<file path="src/rtl/mem_load_store_unit.sv">
// MEM-stage load/store unit: one request at a time, word-aligned SRAM access
// with byte enables, lane extraction/extension and misalign/size/timeout errors.
module mem_load_store_unit #(
    parameter int DW          = 32,
    parameter int AW          = 32,
    parameter int TIMEOUT_CYC = 16
) (
    input  logic            clk,
    input  logic            rst,
    input  logic            req_valid,
    output logic            req_ready,
    input  logic            req_we,
    input  logic [1:0]      req_size,
    input  logic            req_unsigned,
    input  logic [AW-1:0]   req_addr,
    input  logic [DW-1:0]   req_wdata,
    output logic            mem_en,
    output logic [DW/8-1:0] mem_we,
    output logic [AW-1:0]   mem_addr,
    output logic [DW-1:0]   mem_wdata,
    input  logic [DW-1:0]   mem_rdata,
    input  logic            mem_rvalid,
    output logic            rsp_valid,
    input  logic            rsp_ready,
    output logic [DW-1:0]   rsp_rdata,
    output logic [1:0]      rsp_err,
    output logic            busy,
    output logic [1:0]      dbg_state
);

    localparam int NB = DW / 8;
    localparam int OW = $clog2(NB);
    localparam logic [7:0] CNT_LAST = 8'(TIMEOUT_CYC - 1);

    localparam logic [1:0] ERR_OK    = 2'd0;
    localparam logic [1:0] ERR_ALIGN = 2'd1;
    localparam logic [1:0] ERR_TMO   = 2'd2;
    localparam logic [1:0] ERR_SIZE  = 2'd3;

    // Handshakes: a transfer happens on a rising edge where valid and ready are
    // both high; valid and its payload stay stable until that edge.
    typedef enum logic [1:0] {
        S_IDLE  = 2'd0,
        S_ISSUE = 2'd1,
        S_WAIT  = 2'd2,
        S_RESP  = 2'd3
    } state_t;

    state_t          state, state_d;
    logic            we_q;
    logic [1:0]      size_q;
    logic            uns_q;
    logic [AW-1:0]   addr_q;
    logic [DW-1:0]   wdata_q;
    logic [7:0]      cnt_q;
    logic [DW-1:0]   rdata_q;
    logic [1:0]      err_q;

    logic [1:0]      in_err;
    logic            misaligned;
    logic [OW-1:0]   off_q;
    logic [NB-1:0]   be_base;
    logic [DW-1:0]   wdata_rep;
    logic [DW-1:0]   rd_shift;
    logic [DW-1:0]   fmask;
    logic            sbit;
    logic [DW-1:0]   load_ext;
    logic            cnt_done;

    // Request decode: illegal size takes priority over alignment.
    always_comb begin
        misaligned = 1'b0;
        case (req_size)
            2'd1:    misaligned = req_addr[0];
            2'd2:    misaligned = |req_addr[1:0];
            2'd3:    misaligned = |req_addr[2:0];
            default: misaligned = 1'b0;
        endcase
        in_err = ERR_OK;
        if (req_size == 2'd3 && DW == 32) in_err = ERR_SIZE;
        else if (misaligned)              in_err = ERR_ALIGN;
    end

    assign cnt_done = (cnt_q == CNT_LAST);

    always_ff @(posedge clk or posedge rst) begin
        if (rst) state <= S_IDLE;
        else     state <= state_d;
    end

    always_comb begin
        state_d   = state;
        req_ready = 1'b0;
        mem_en    = 1'b0;
        rsp_valid = 1'b0;
        case (state)
            S_IDLE: begin
                req_ready = 1'b1;
                if (req_valid) state_d = (in_err != ERR_OK) ? S_RESP : S_ISSUE;
            end
            S_ISSUE: begin
                mem_en  = 1'b1;
                state_d = S_WAIT;
            end
            S_WAIT: begin
                if (mem_rvalid || cnt_done) state_d = S_RESP;
            end
            S_RESP: begin
                rsp_valid = 1'b1;
                if (rsp_ready) state_d = S_IDLE;
            end
            default: state_d = S_IDLE;
        endcase
    end

    always_ff @(posedge clk or posedge rst) begin
        if (rst) begin
            we_q    <= 1'b0;
            size_q  <= 2'd0;
            uns_q   <= 1'b0;
            addr_q  <= '0;
            wdata_q <= '0;
            cnt_q   <= 8'd0;
            rdata_q <= '0;
            err_q   <= ERR_OK;
        end else begin
            case (state)
                S_IDLE: begin
                    if (req_valid) begin
                        we_q    <= req_we;
                        size_q  <= req_size;
                        uns_q   <= req_unsigned;
                        addr_q  <= req_addr;
                        wdata_q <= req_wdata;
                        err_q   <= in_err;
                        rdata_q <= '0;
                    end
                end
                S_ISSUE: cnt_q <= 8'd0;
                S_WAIT: begin
                    // An acknowledge on the final counted cycle still counts as success.
                    if (mem_rvalid) begin
                        rdata_q <= we_q ? '0 : load_ext;
                        err_q   <= ERR_OK;
                    end else if (cnt_done) begin
                        rdata_q <= '0;
                        err_q   <= ERR_TMO;
                    end else begin
                        cnt_q <= cnt_q + 8'd1;
                    end
                end
                default: ;
            endcase
        end
    end

    assign off_q = addr_q[OW-1:0];

    always_comb begin
        case (size_q)
            2'd0:    be_base = NB'(1);
            2'd1:    be_base = NB'(3);
            2'd2:    be_base = NB'(15);
            default: be_base = '1;
        endcase
        case (size_q)
            2'd0:    wdata_rep = {NB{wdata_q[7:0]}};
            2'd1:    wdata_rep = {(NB/2){wdata_q[15:0]}};
            2'd2:    wdata_rep = {(NB/4){wdata_q[31:0]}};
            default: wdata_rep = wdata_q;
        endcase
    end

    // Load path: shift the addressed lane down, keep its width, extend upward.
    always_comb begin
        rd_shift = mem_rdata >> {off_q, 3'b000};
        case (size_q)
            2'd0:    begin fmask = DW'(64'hFF);        sbit = rd_shift[7];  end
            2'd1:    begin fmask = DW'(64'hFFFF);      sbit = rd_shift[15]; end
            2'd2:    begin fmask = DW'(64'hFFFF_FFFF); sbit = rd_shift[31]; end
            default: begin fmask = '1;                 sbit = 1'b0;         end
        endcase
        load_ext = (rd_shift & fmask) | ((sbit && !uns_q) ? ~fmask : '0);
    end

    assign mem_addr  = (state == S_ISSUE) ? {addr_q[AW-1:OW], {OW{1'b0}}} : '0;
    assign mem_we    = (state == S_ISSUE && we_q) ? (be_base << off_q) : '0;
    assign mem_wdata = (state == S_ISSUE) ? wdata_rep : '0;
    assign rsp_rdata = (state == S_RESP) ? rdata_q : '0;
    assign rsp_err   = (state == S_RESP) ? err_q : ERR_OK;
    assign busy      = (state != S_IDLE);
    assign dbg_state = state;

endmodule

</file>
<file path="config.mk">
export PLATFORM = sky130hd
export DESIGN_NAME = mem_load_store_unit
export DESIGN_NICKNAME = d
export VERILOG_FILES = /design/src/rtl/mem_load_store_unit.sv
export SDC_FILE = /design/constraint.sdc
export NUM_CORES = 1
export LEC_CHECK = 0
export BUFFER_PORTS_ARGS = -buffer_cell sky130_fd_sc_hd__buf_2
export CORE_MARGIN = 2
export CORE_UTILIZATION = 45
export CTS_CLUSTER_DIAMETER = 120
export CTS_CLUSTER_SIZE = 28
export DETAILED_ROUTE_END_ITERATION = 16
export PLACE_DENSITY = 0.75
export SLEW_MARGIN = 40
export SYNTH_ARGS = -nofsm -noshare
export SYNTH_HDL_FRONTEND = slang
export SYNTH_SLANG_ARGS = --single-unit
</file>
<file path="constraint.sdc">
create_clock -name clk -period 7 [get_ports clk]
set_input_delay 0.35 -clock clk [delete_from_list [all_inputs] [get_ports clk]]
set_output_delay 0.35 -clock clk [all_outputs]
set_load 0.01 [all_outputs]
</file>
# Word level (Yosys, flattened, before mapping)

Index checks and enable logic that the tools add are counted.
Widths: inputs -> output; s select.

Add/subtract/negate cells: 1
Equality and inequality tests: 15
Shifts and indexed selects: 2
Muxes and demuxes: 33
Bitwise logic cells: 3
Reductions and logical operators: 16

Operators with widths:

| cell                | number |
|---|---|
| $mux 32             | 8 |
| $pmux 32 s2         | 3 |
| $and 32x32->32      | 1 |
| $not 32->32         | 1 |
| $or 32x32->32       | 1 |
| $shr 32x5->32       | 1 |
| $mux 2              | 9 |
| $mux 8              | 2 |
| $pmux 8 s2          | 1 |
| $eq 2x2->1 const B  | 5 |
| $ne 2x2->1 const B  | 5 |
| $reduce_and 3->1    | 3 |
| $add 8x1->8 const B | 1 |
| $eq 8x4->1 const B  | 1 |
| $pmux 2 s4          | 1 |
| $pmux 4 s2          | 1 |
| $reduce_bool 2->1   | 4 |
| $eq 2x1->1 const B  | 3 |
| $pmux 1 s3          | 2 |
| $logic_not 2->1     | 2 |
| $mux 1              | 4 |
| $mux 4              | 1 |
| $pmux 2 s2          | 1 |
| $shl 4x2->4         | 1 |
| 7 further kinds     | 8 |

Flip-flop bits (word level): 112
Output and inout port bits: 108

# Logic depth before layout (Yosys ltp)

Depth in word-level cells: 8
Mapped depth: 8
Gate-level depth less buffers: 6

# Worst setup path before layout

Ideal clock, no wire load.

Path kind: register to register
From: register state[0], in the netlist dbg_state[0]
To: register rdata_q[24]
Data arrival time: 2.052 ns
Data required time: 6.933 ns
Setup slack: 4.880 ns
Stages on the path, launching flop included: 7
Path buffers: 0
Clock period less this slack: 2.120 ns
Path through: dfrtp_1 -> inv_1 -> ha_1 -> nor2b_1 -> nor3_2 -> nor4b_2 -> a221o_1

Cells in the longest elaborated chain, start to end: 3
Elaborated cells between the ends (all ways): 7
Those cells by class: eq/ne: 3; mux: 1; reduce/logical: 3

RTL lines:

| item                                                 | RTL line | text |
|---|---|---|
| start, declared                                      | 49       | `state_t state, state_d;` |
| start signal, assigned                               | 88       | `else state <= state_d;` |
| $eq 2x2->1 / $logic_not 2->1 (equally long branches) | 127      | `case (state)` |
| $ne 3x3->1 (no line) (tied with other cells)         | --       |  |
| $reduce_and 3->1 (no line)                           | --       |  |
| end signal, assigned                                 | 143      | `rdata_q <= we_q ? '0 : load_ext;` |
| end, declared                                        | 56       | `logic [DW-1:0] rdata_q;` |

Parallel ways exist; a longest one is shown, timed or not.
A chain may end at the register's enable or synchronous reset.

# Final worst setup path

From: register state[0], in the netlist dbg_state[0]
To: register rdata_q[26]

Same word-level chain as after synthesis.

==> summary.txt <==
Layout
  • Final core utilization: between 50% and 60%
  • Area of the multi-input gates: 3080 sq um
  • Sequential Area: about 2800 sq um
  • Synthesis-to-finish area growth: 25.5%
  • Most frequent cells in the layout: buf_2 (210), dfrtp_1 (112), and2_1 (72), mux2_2 (67), nand2_1 (43)
  • Share of cells above drive strength 1: 41.8%
  • Nets: 852
  • Commonest non-fill, non-tap cell in the layout: buf_2
  • FILL cells: 1123

Yosys
  • EDFF count, synth: 0
  • Netlist cell types: 48
  • Sequential area share after synthesis: a little under half
  • FF+latch count, synth: approximately 110
  • Synth warn: 0
  • Synth area leader: dfrtp_1
  • Syn Inst Count: between 500 and 600
  • Top FF cell, synth: dfrtp_1
  • Top cells by area, synth: dfrtp_1 (46%), mux2_2 (12%), and2_1 (7.4%)
  • Top-area cell type share of the netlist area: ~46%
  • Post-synthesis async set-or-reset flop share: 100%
  • Syn avg cell area: approximately 11 sq um
  • Mapped cell area: 6060 sq um

Global route
  • Gr busiest metal: met2
  • First-pass GRT wire length: about 26 mm
  • Largest net degree at the start of global routing: 72
  • GRT Util Overall: a little under a quarter
  • GR Layer Usage met2: 35.2%
  • Antenna violations before repair: 1
  • GR met1 Demand/Resource: 30.2%
  • Met3 Track Usage GR: between 5 and 6%
  • Vias in the first global route: approximately 5k
  • Grt total ovfl: 0

Run
  • MaxCap Viol Count: 0

STA
  • Worst-Margin Slew: between 700 and 800 ps
  • Setup TNS: 0 ps
  • Crit path time final: approximately 2800 ps
  • Fmax: between 300 and 400 MHz
  • Crit share post-route: between 30% and 40%
  • Worst Skew: ~10 ps
  • Hold Fails Final Rpt: 0
  • Setup-failing EPs final: 0
  • RSZ-0062 raised after global routing: false
  • Final max-slew violation count: 0
  • Worst rel slew slack: about half
  • Final WS setup: 4240 ps

Floorplanning
  • DIE HEIGHT: about 120 um
  • Die area: approximately 14000 sq um
  • Core ar.: 13200 sq um
  • Die extent in x: approximately 120 um
  • Initial Utilization: between 40% and 50%
  • Io pins: roughly 210
  • Rows: 42

Worst setup path
  • Max FO, Critical Path: a little over 70
  • Delay-heaviest family, CP: simple AND/OR/NAND/NOR gates
  • Crit path capture type: flop
  • Max incr delay on CP: slightly below 600 ps
  • Reg2reg end: rdata_q[26]
  • WP data arrival: approximately 3000 ps
  • RR Startpoint: dbg_state[0]
  • Reg2Reg Setup Slack: between 4000 and 5000 ps
  • CP Launch Point: dbg_state[0]
  • Worst Path Class, Setup: reg -> reg
  • Critical-path top delay cell: or2_2
  • Worst r2r path cells: 6
  • Worst EP required: 7240 ps
  • CP Cell Sequence: inv_1 -> ha_1 -> nand2_8 -> a21boi_0 -> or2_2 -> a221o_1
  • CP Depth: 6
  • CP Launch Type: flop
  • CP endpoint: rdata_q[26]
  • WP buf/inv: 1

Detailed routing
  • Final WL: 15.9 mm
  • Vias: 4944
  • Vias per inst: approximately 5.4
  • Drt pass-1 iters: 5
  • Antenna-violating nets left: 0
  • Drc violations: 0
  • Wirelength per Cell: 17.3 um
  • Iter 0 DRT Violations: 398

Placed design
  • Detailed placement HPWL: about 11 mm
  • Port Buf Inserts: 210
  • GP Congestion: 0.818
  • Dpl ws: around 4000 ps

CTS
  • Post-cts resize count: 0
  • Worst-path clk slew: 80 ps
  • CTS tree: done
  • Clock buffer depth: 2
  • H-tree Lvls: 3
  • Root Buffer: clkbuf_16
  • # hold bufs at CTS: 0
  • Sink Count: roughly 110
  • Skew-Pair Late Insertion Delay: 360 ps
  • Post-CTS Setup Bufs: 0
  • TritonCTS Buffers: 9

Status
  • Status: finished clean

Pwr
  • VDD IR-drop max: between 0.0002 and 0.00025 V
  • Pwr/cell area: 433 nW/um^2
  • Leak pwr: roughly 4.0 nW
  • Overall power: about 3.3 mW

Worst hold path
  • Hold/Removal Path Class: in -> async
==> flip-flops by register name, summed over array words and instances (netlist names) <==
signal and cells:
size_q 2, dbg_state 2, we_q 1, wdata_q 32, err_q 2, addr_q 32, uns_q 1, rdata_q 32
cnt_q 8
==> per-layer routing <==
metal / vias to the layer above / wire [um]
li1: 2314 / -
met1: 2415 / 6840
met2: 197 / 7480
met3: 18 / 1330
met4: 0 / 276
met5: - / 0
==> kinds of logic (layout without fill, tap and decap cells) <==
logic type,Yosys count,count (layout),synth area share (%)
simple gates,185,185,17.2
flops,112,112,46.3
mux,104,104,18.6
compound gates,91,91,12.1
buf+inv,50,239,3.72
fa+ha+maj,8,8,1.65
xor+xnor,3,3,0.434
other cells,1,3,0.0619
==> area by class of cell <==
class	instances	area share (%)
multi-input cells	393	40.5
flip-flops and latches	112	36.9
repair buffers	214	14.4
clock buffers	10	3.14
well taps	176	2.90
clock inverters	6	1.71
inverters	9	0.477
diodes	1	0.0329
==> synth_stat cells, types with 2 or more instances <==
cell	number
a211oi_1	2
a32o_1	8
a21boi_0	9
nand2b_1	4
and2_1	72
nor2_1	14
a21oi_1	3
o21ai_0	23
or2_2	2
nor3_1	8
dfrtp_1	112
inv_1	8
buf_1	11
or4_1	2
buf_2	3
buf_4	2
a211o_1	15
o211a_1	9
a221o_1	8
nor2b_1	18
nand3_1	3
ha_1	8
mux2i_1	37
nand2_1	44
clkbuf_1	22
xnor2_1	3
mux2_2	67
buf_6	2
nand4_1	2
nand3b_1	8
o2bb2ai_1	8
==> power by group <==
part,internal [mW],total [mW],switching [mW]
clock network,0.395,0.633,0.239
registers,0.957,1.20,0.240
logic,0.697,1.47,0.768
==> metrics by stage <==
stage / hold WS [ps] / cells / instance area [sq um]
2_1_floorplan: 442 / 555 / 6060
3_3_place_gp: 442 / 903 / 7180
3_5_place_dp: 456 / 904 / 7210
4_1_cts: 67.2 / 920 / 7580
5_1_grt: 101 / 920 / 7600
6_report: 45.7 / 921 / 7600
==> worst reg2reg max path: stages (launching register included) <==
cell and delay (ps):
dfrtp_1 470, inv_1 120, ha_1 370, nand2_8 370, a21boi_0 280, or2_2 580
a221o_1 450
==> worst min-delay path by stage <==
stage / start / to / slack [ps] / cells past startpoint
finish: rst / addr_q[28] / 50 / 2
global route: rst / addr_q[28] / 100 / 2
CTS: rst / addr_q[28] / 70 / 2
detailed placement: rst / addr_q[28] / 460 / 2
global placement: rst / addr_q[28] / 440 / 2
floorplan: err_q[0] / err_q[0] / 440 / 1
(Power assumes the default switching activity.)
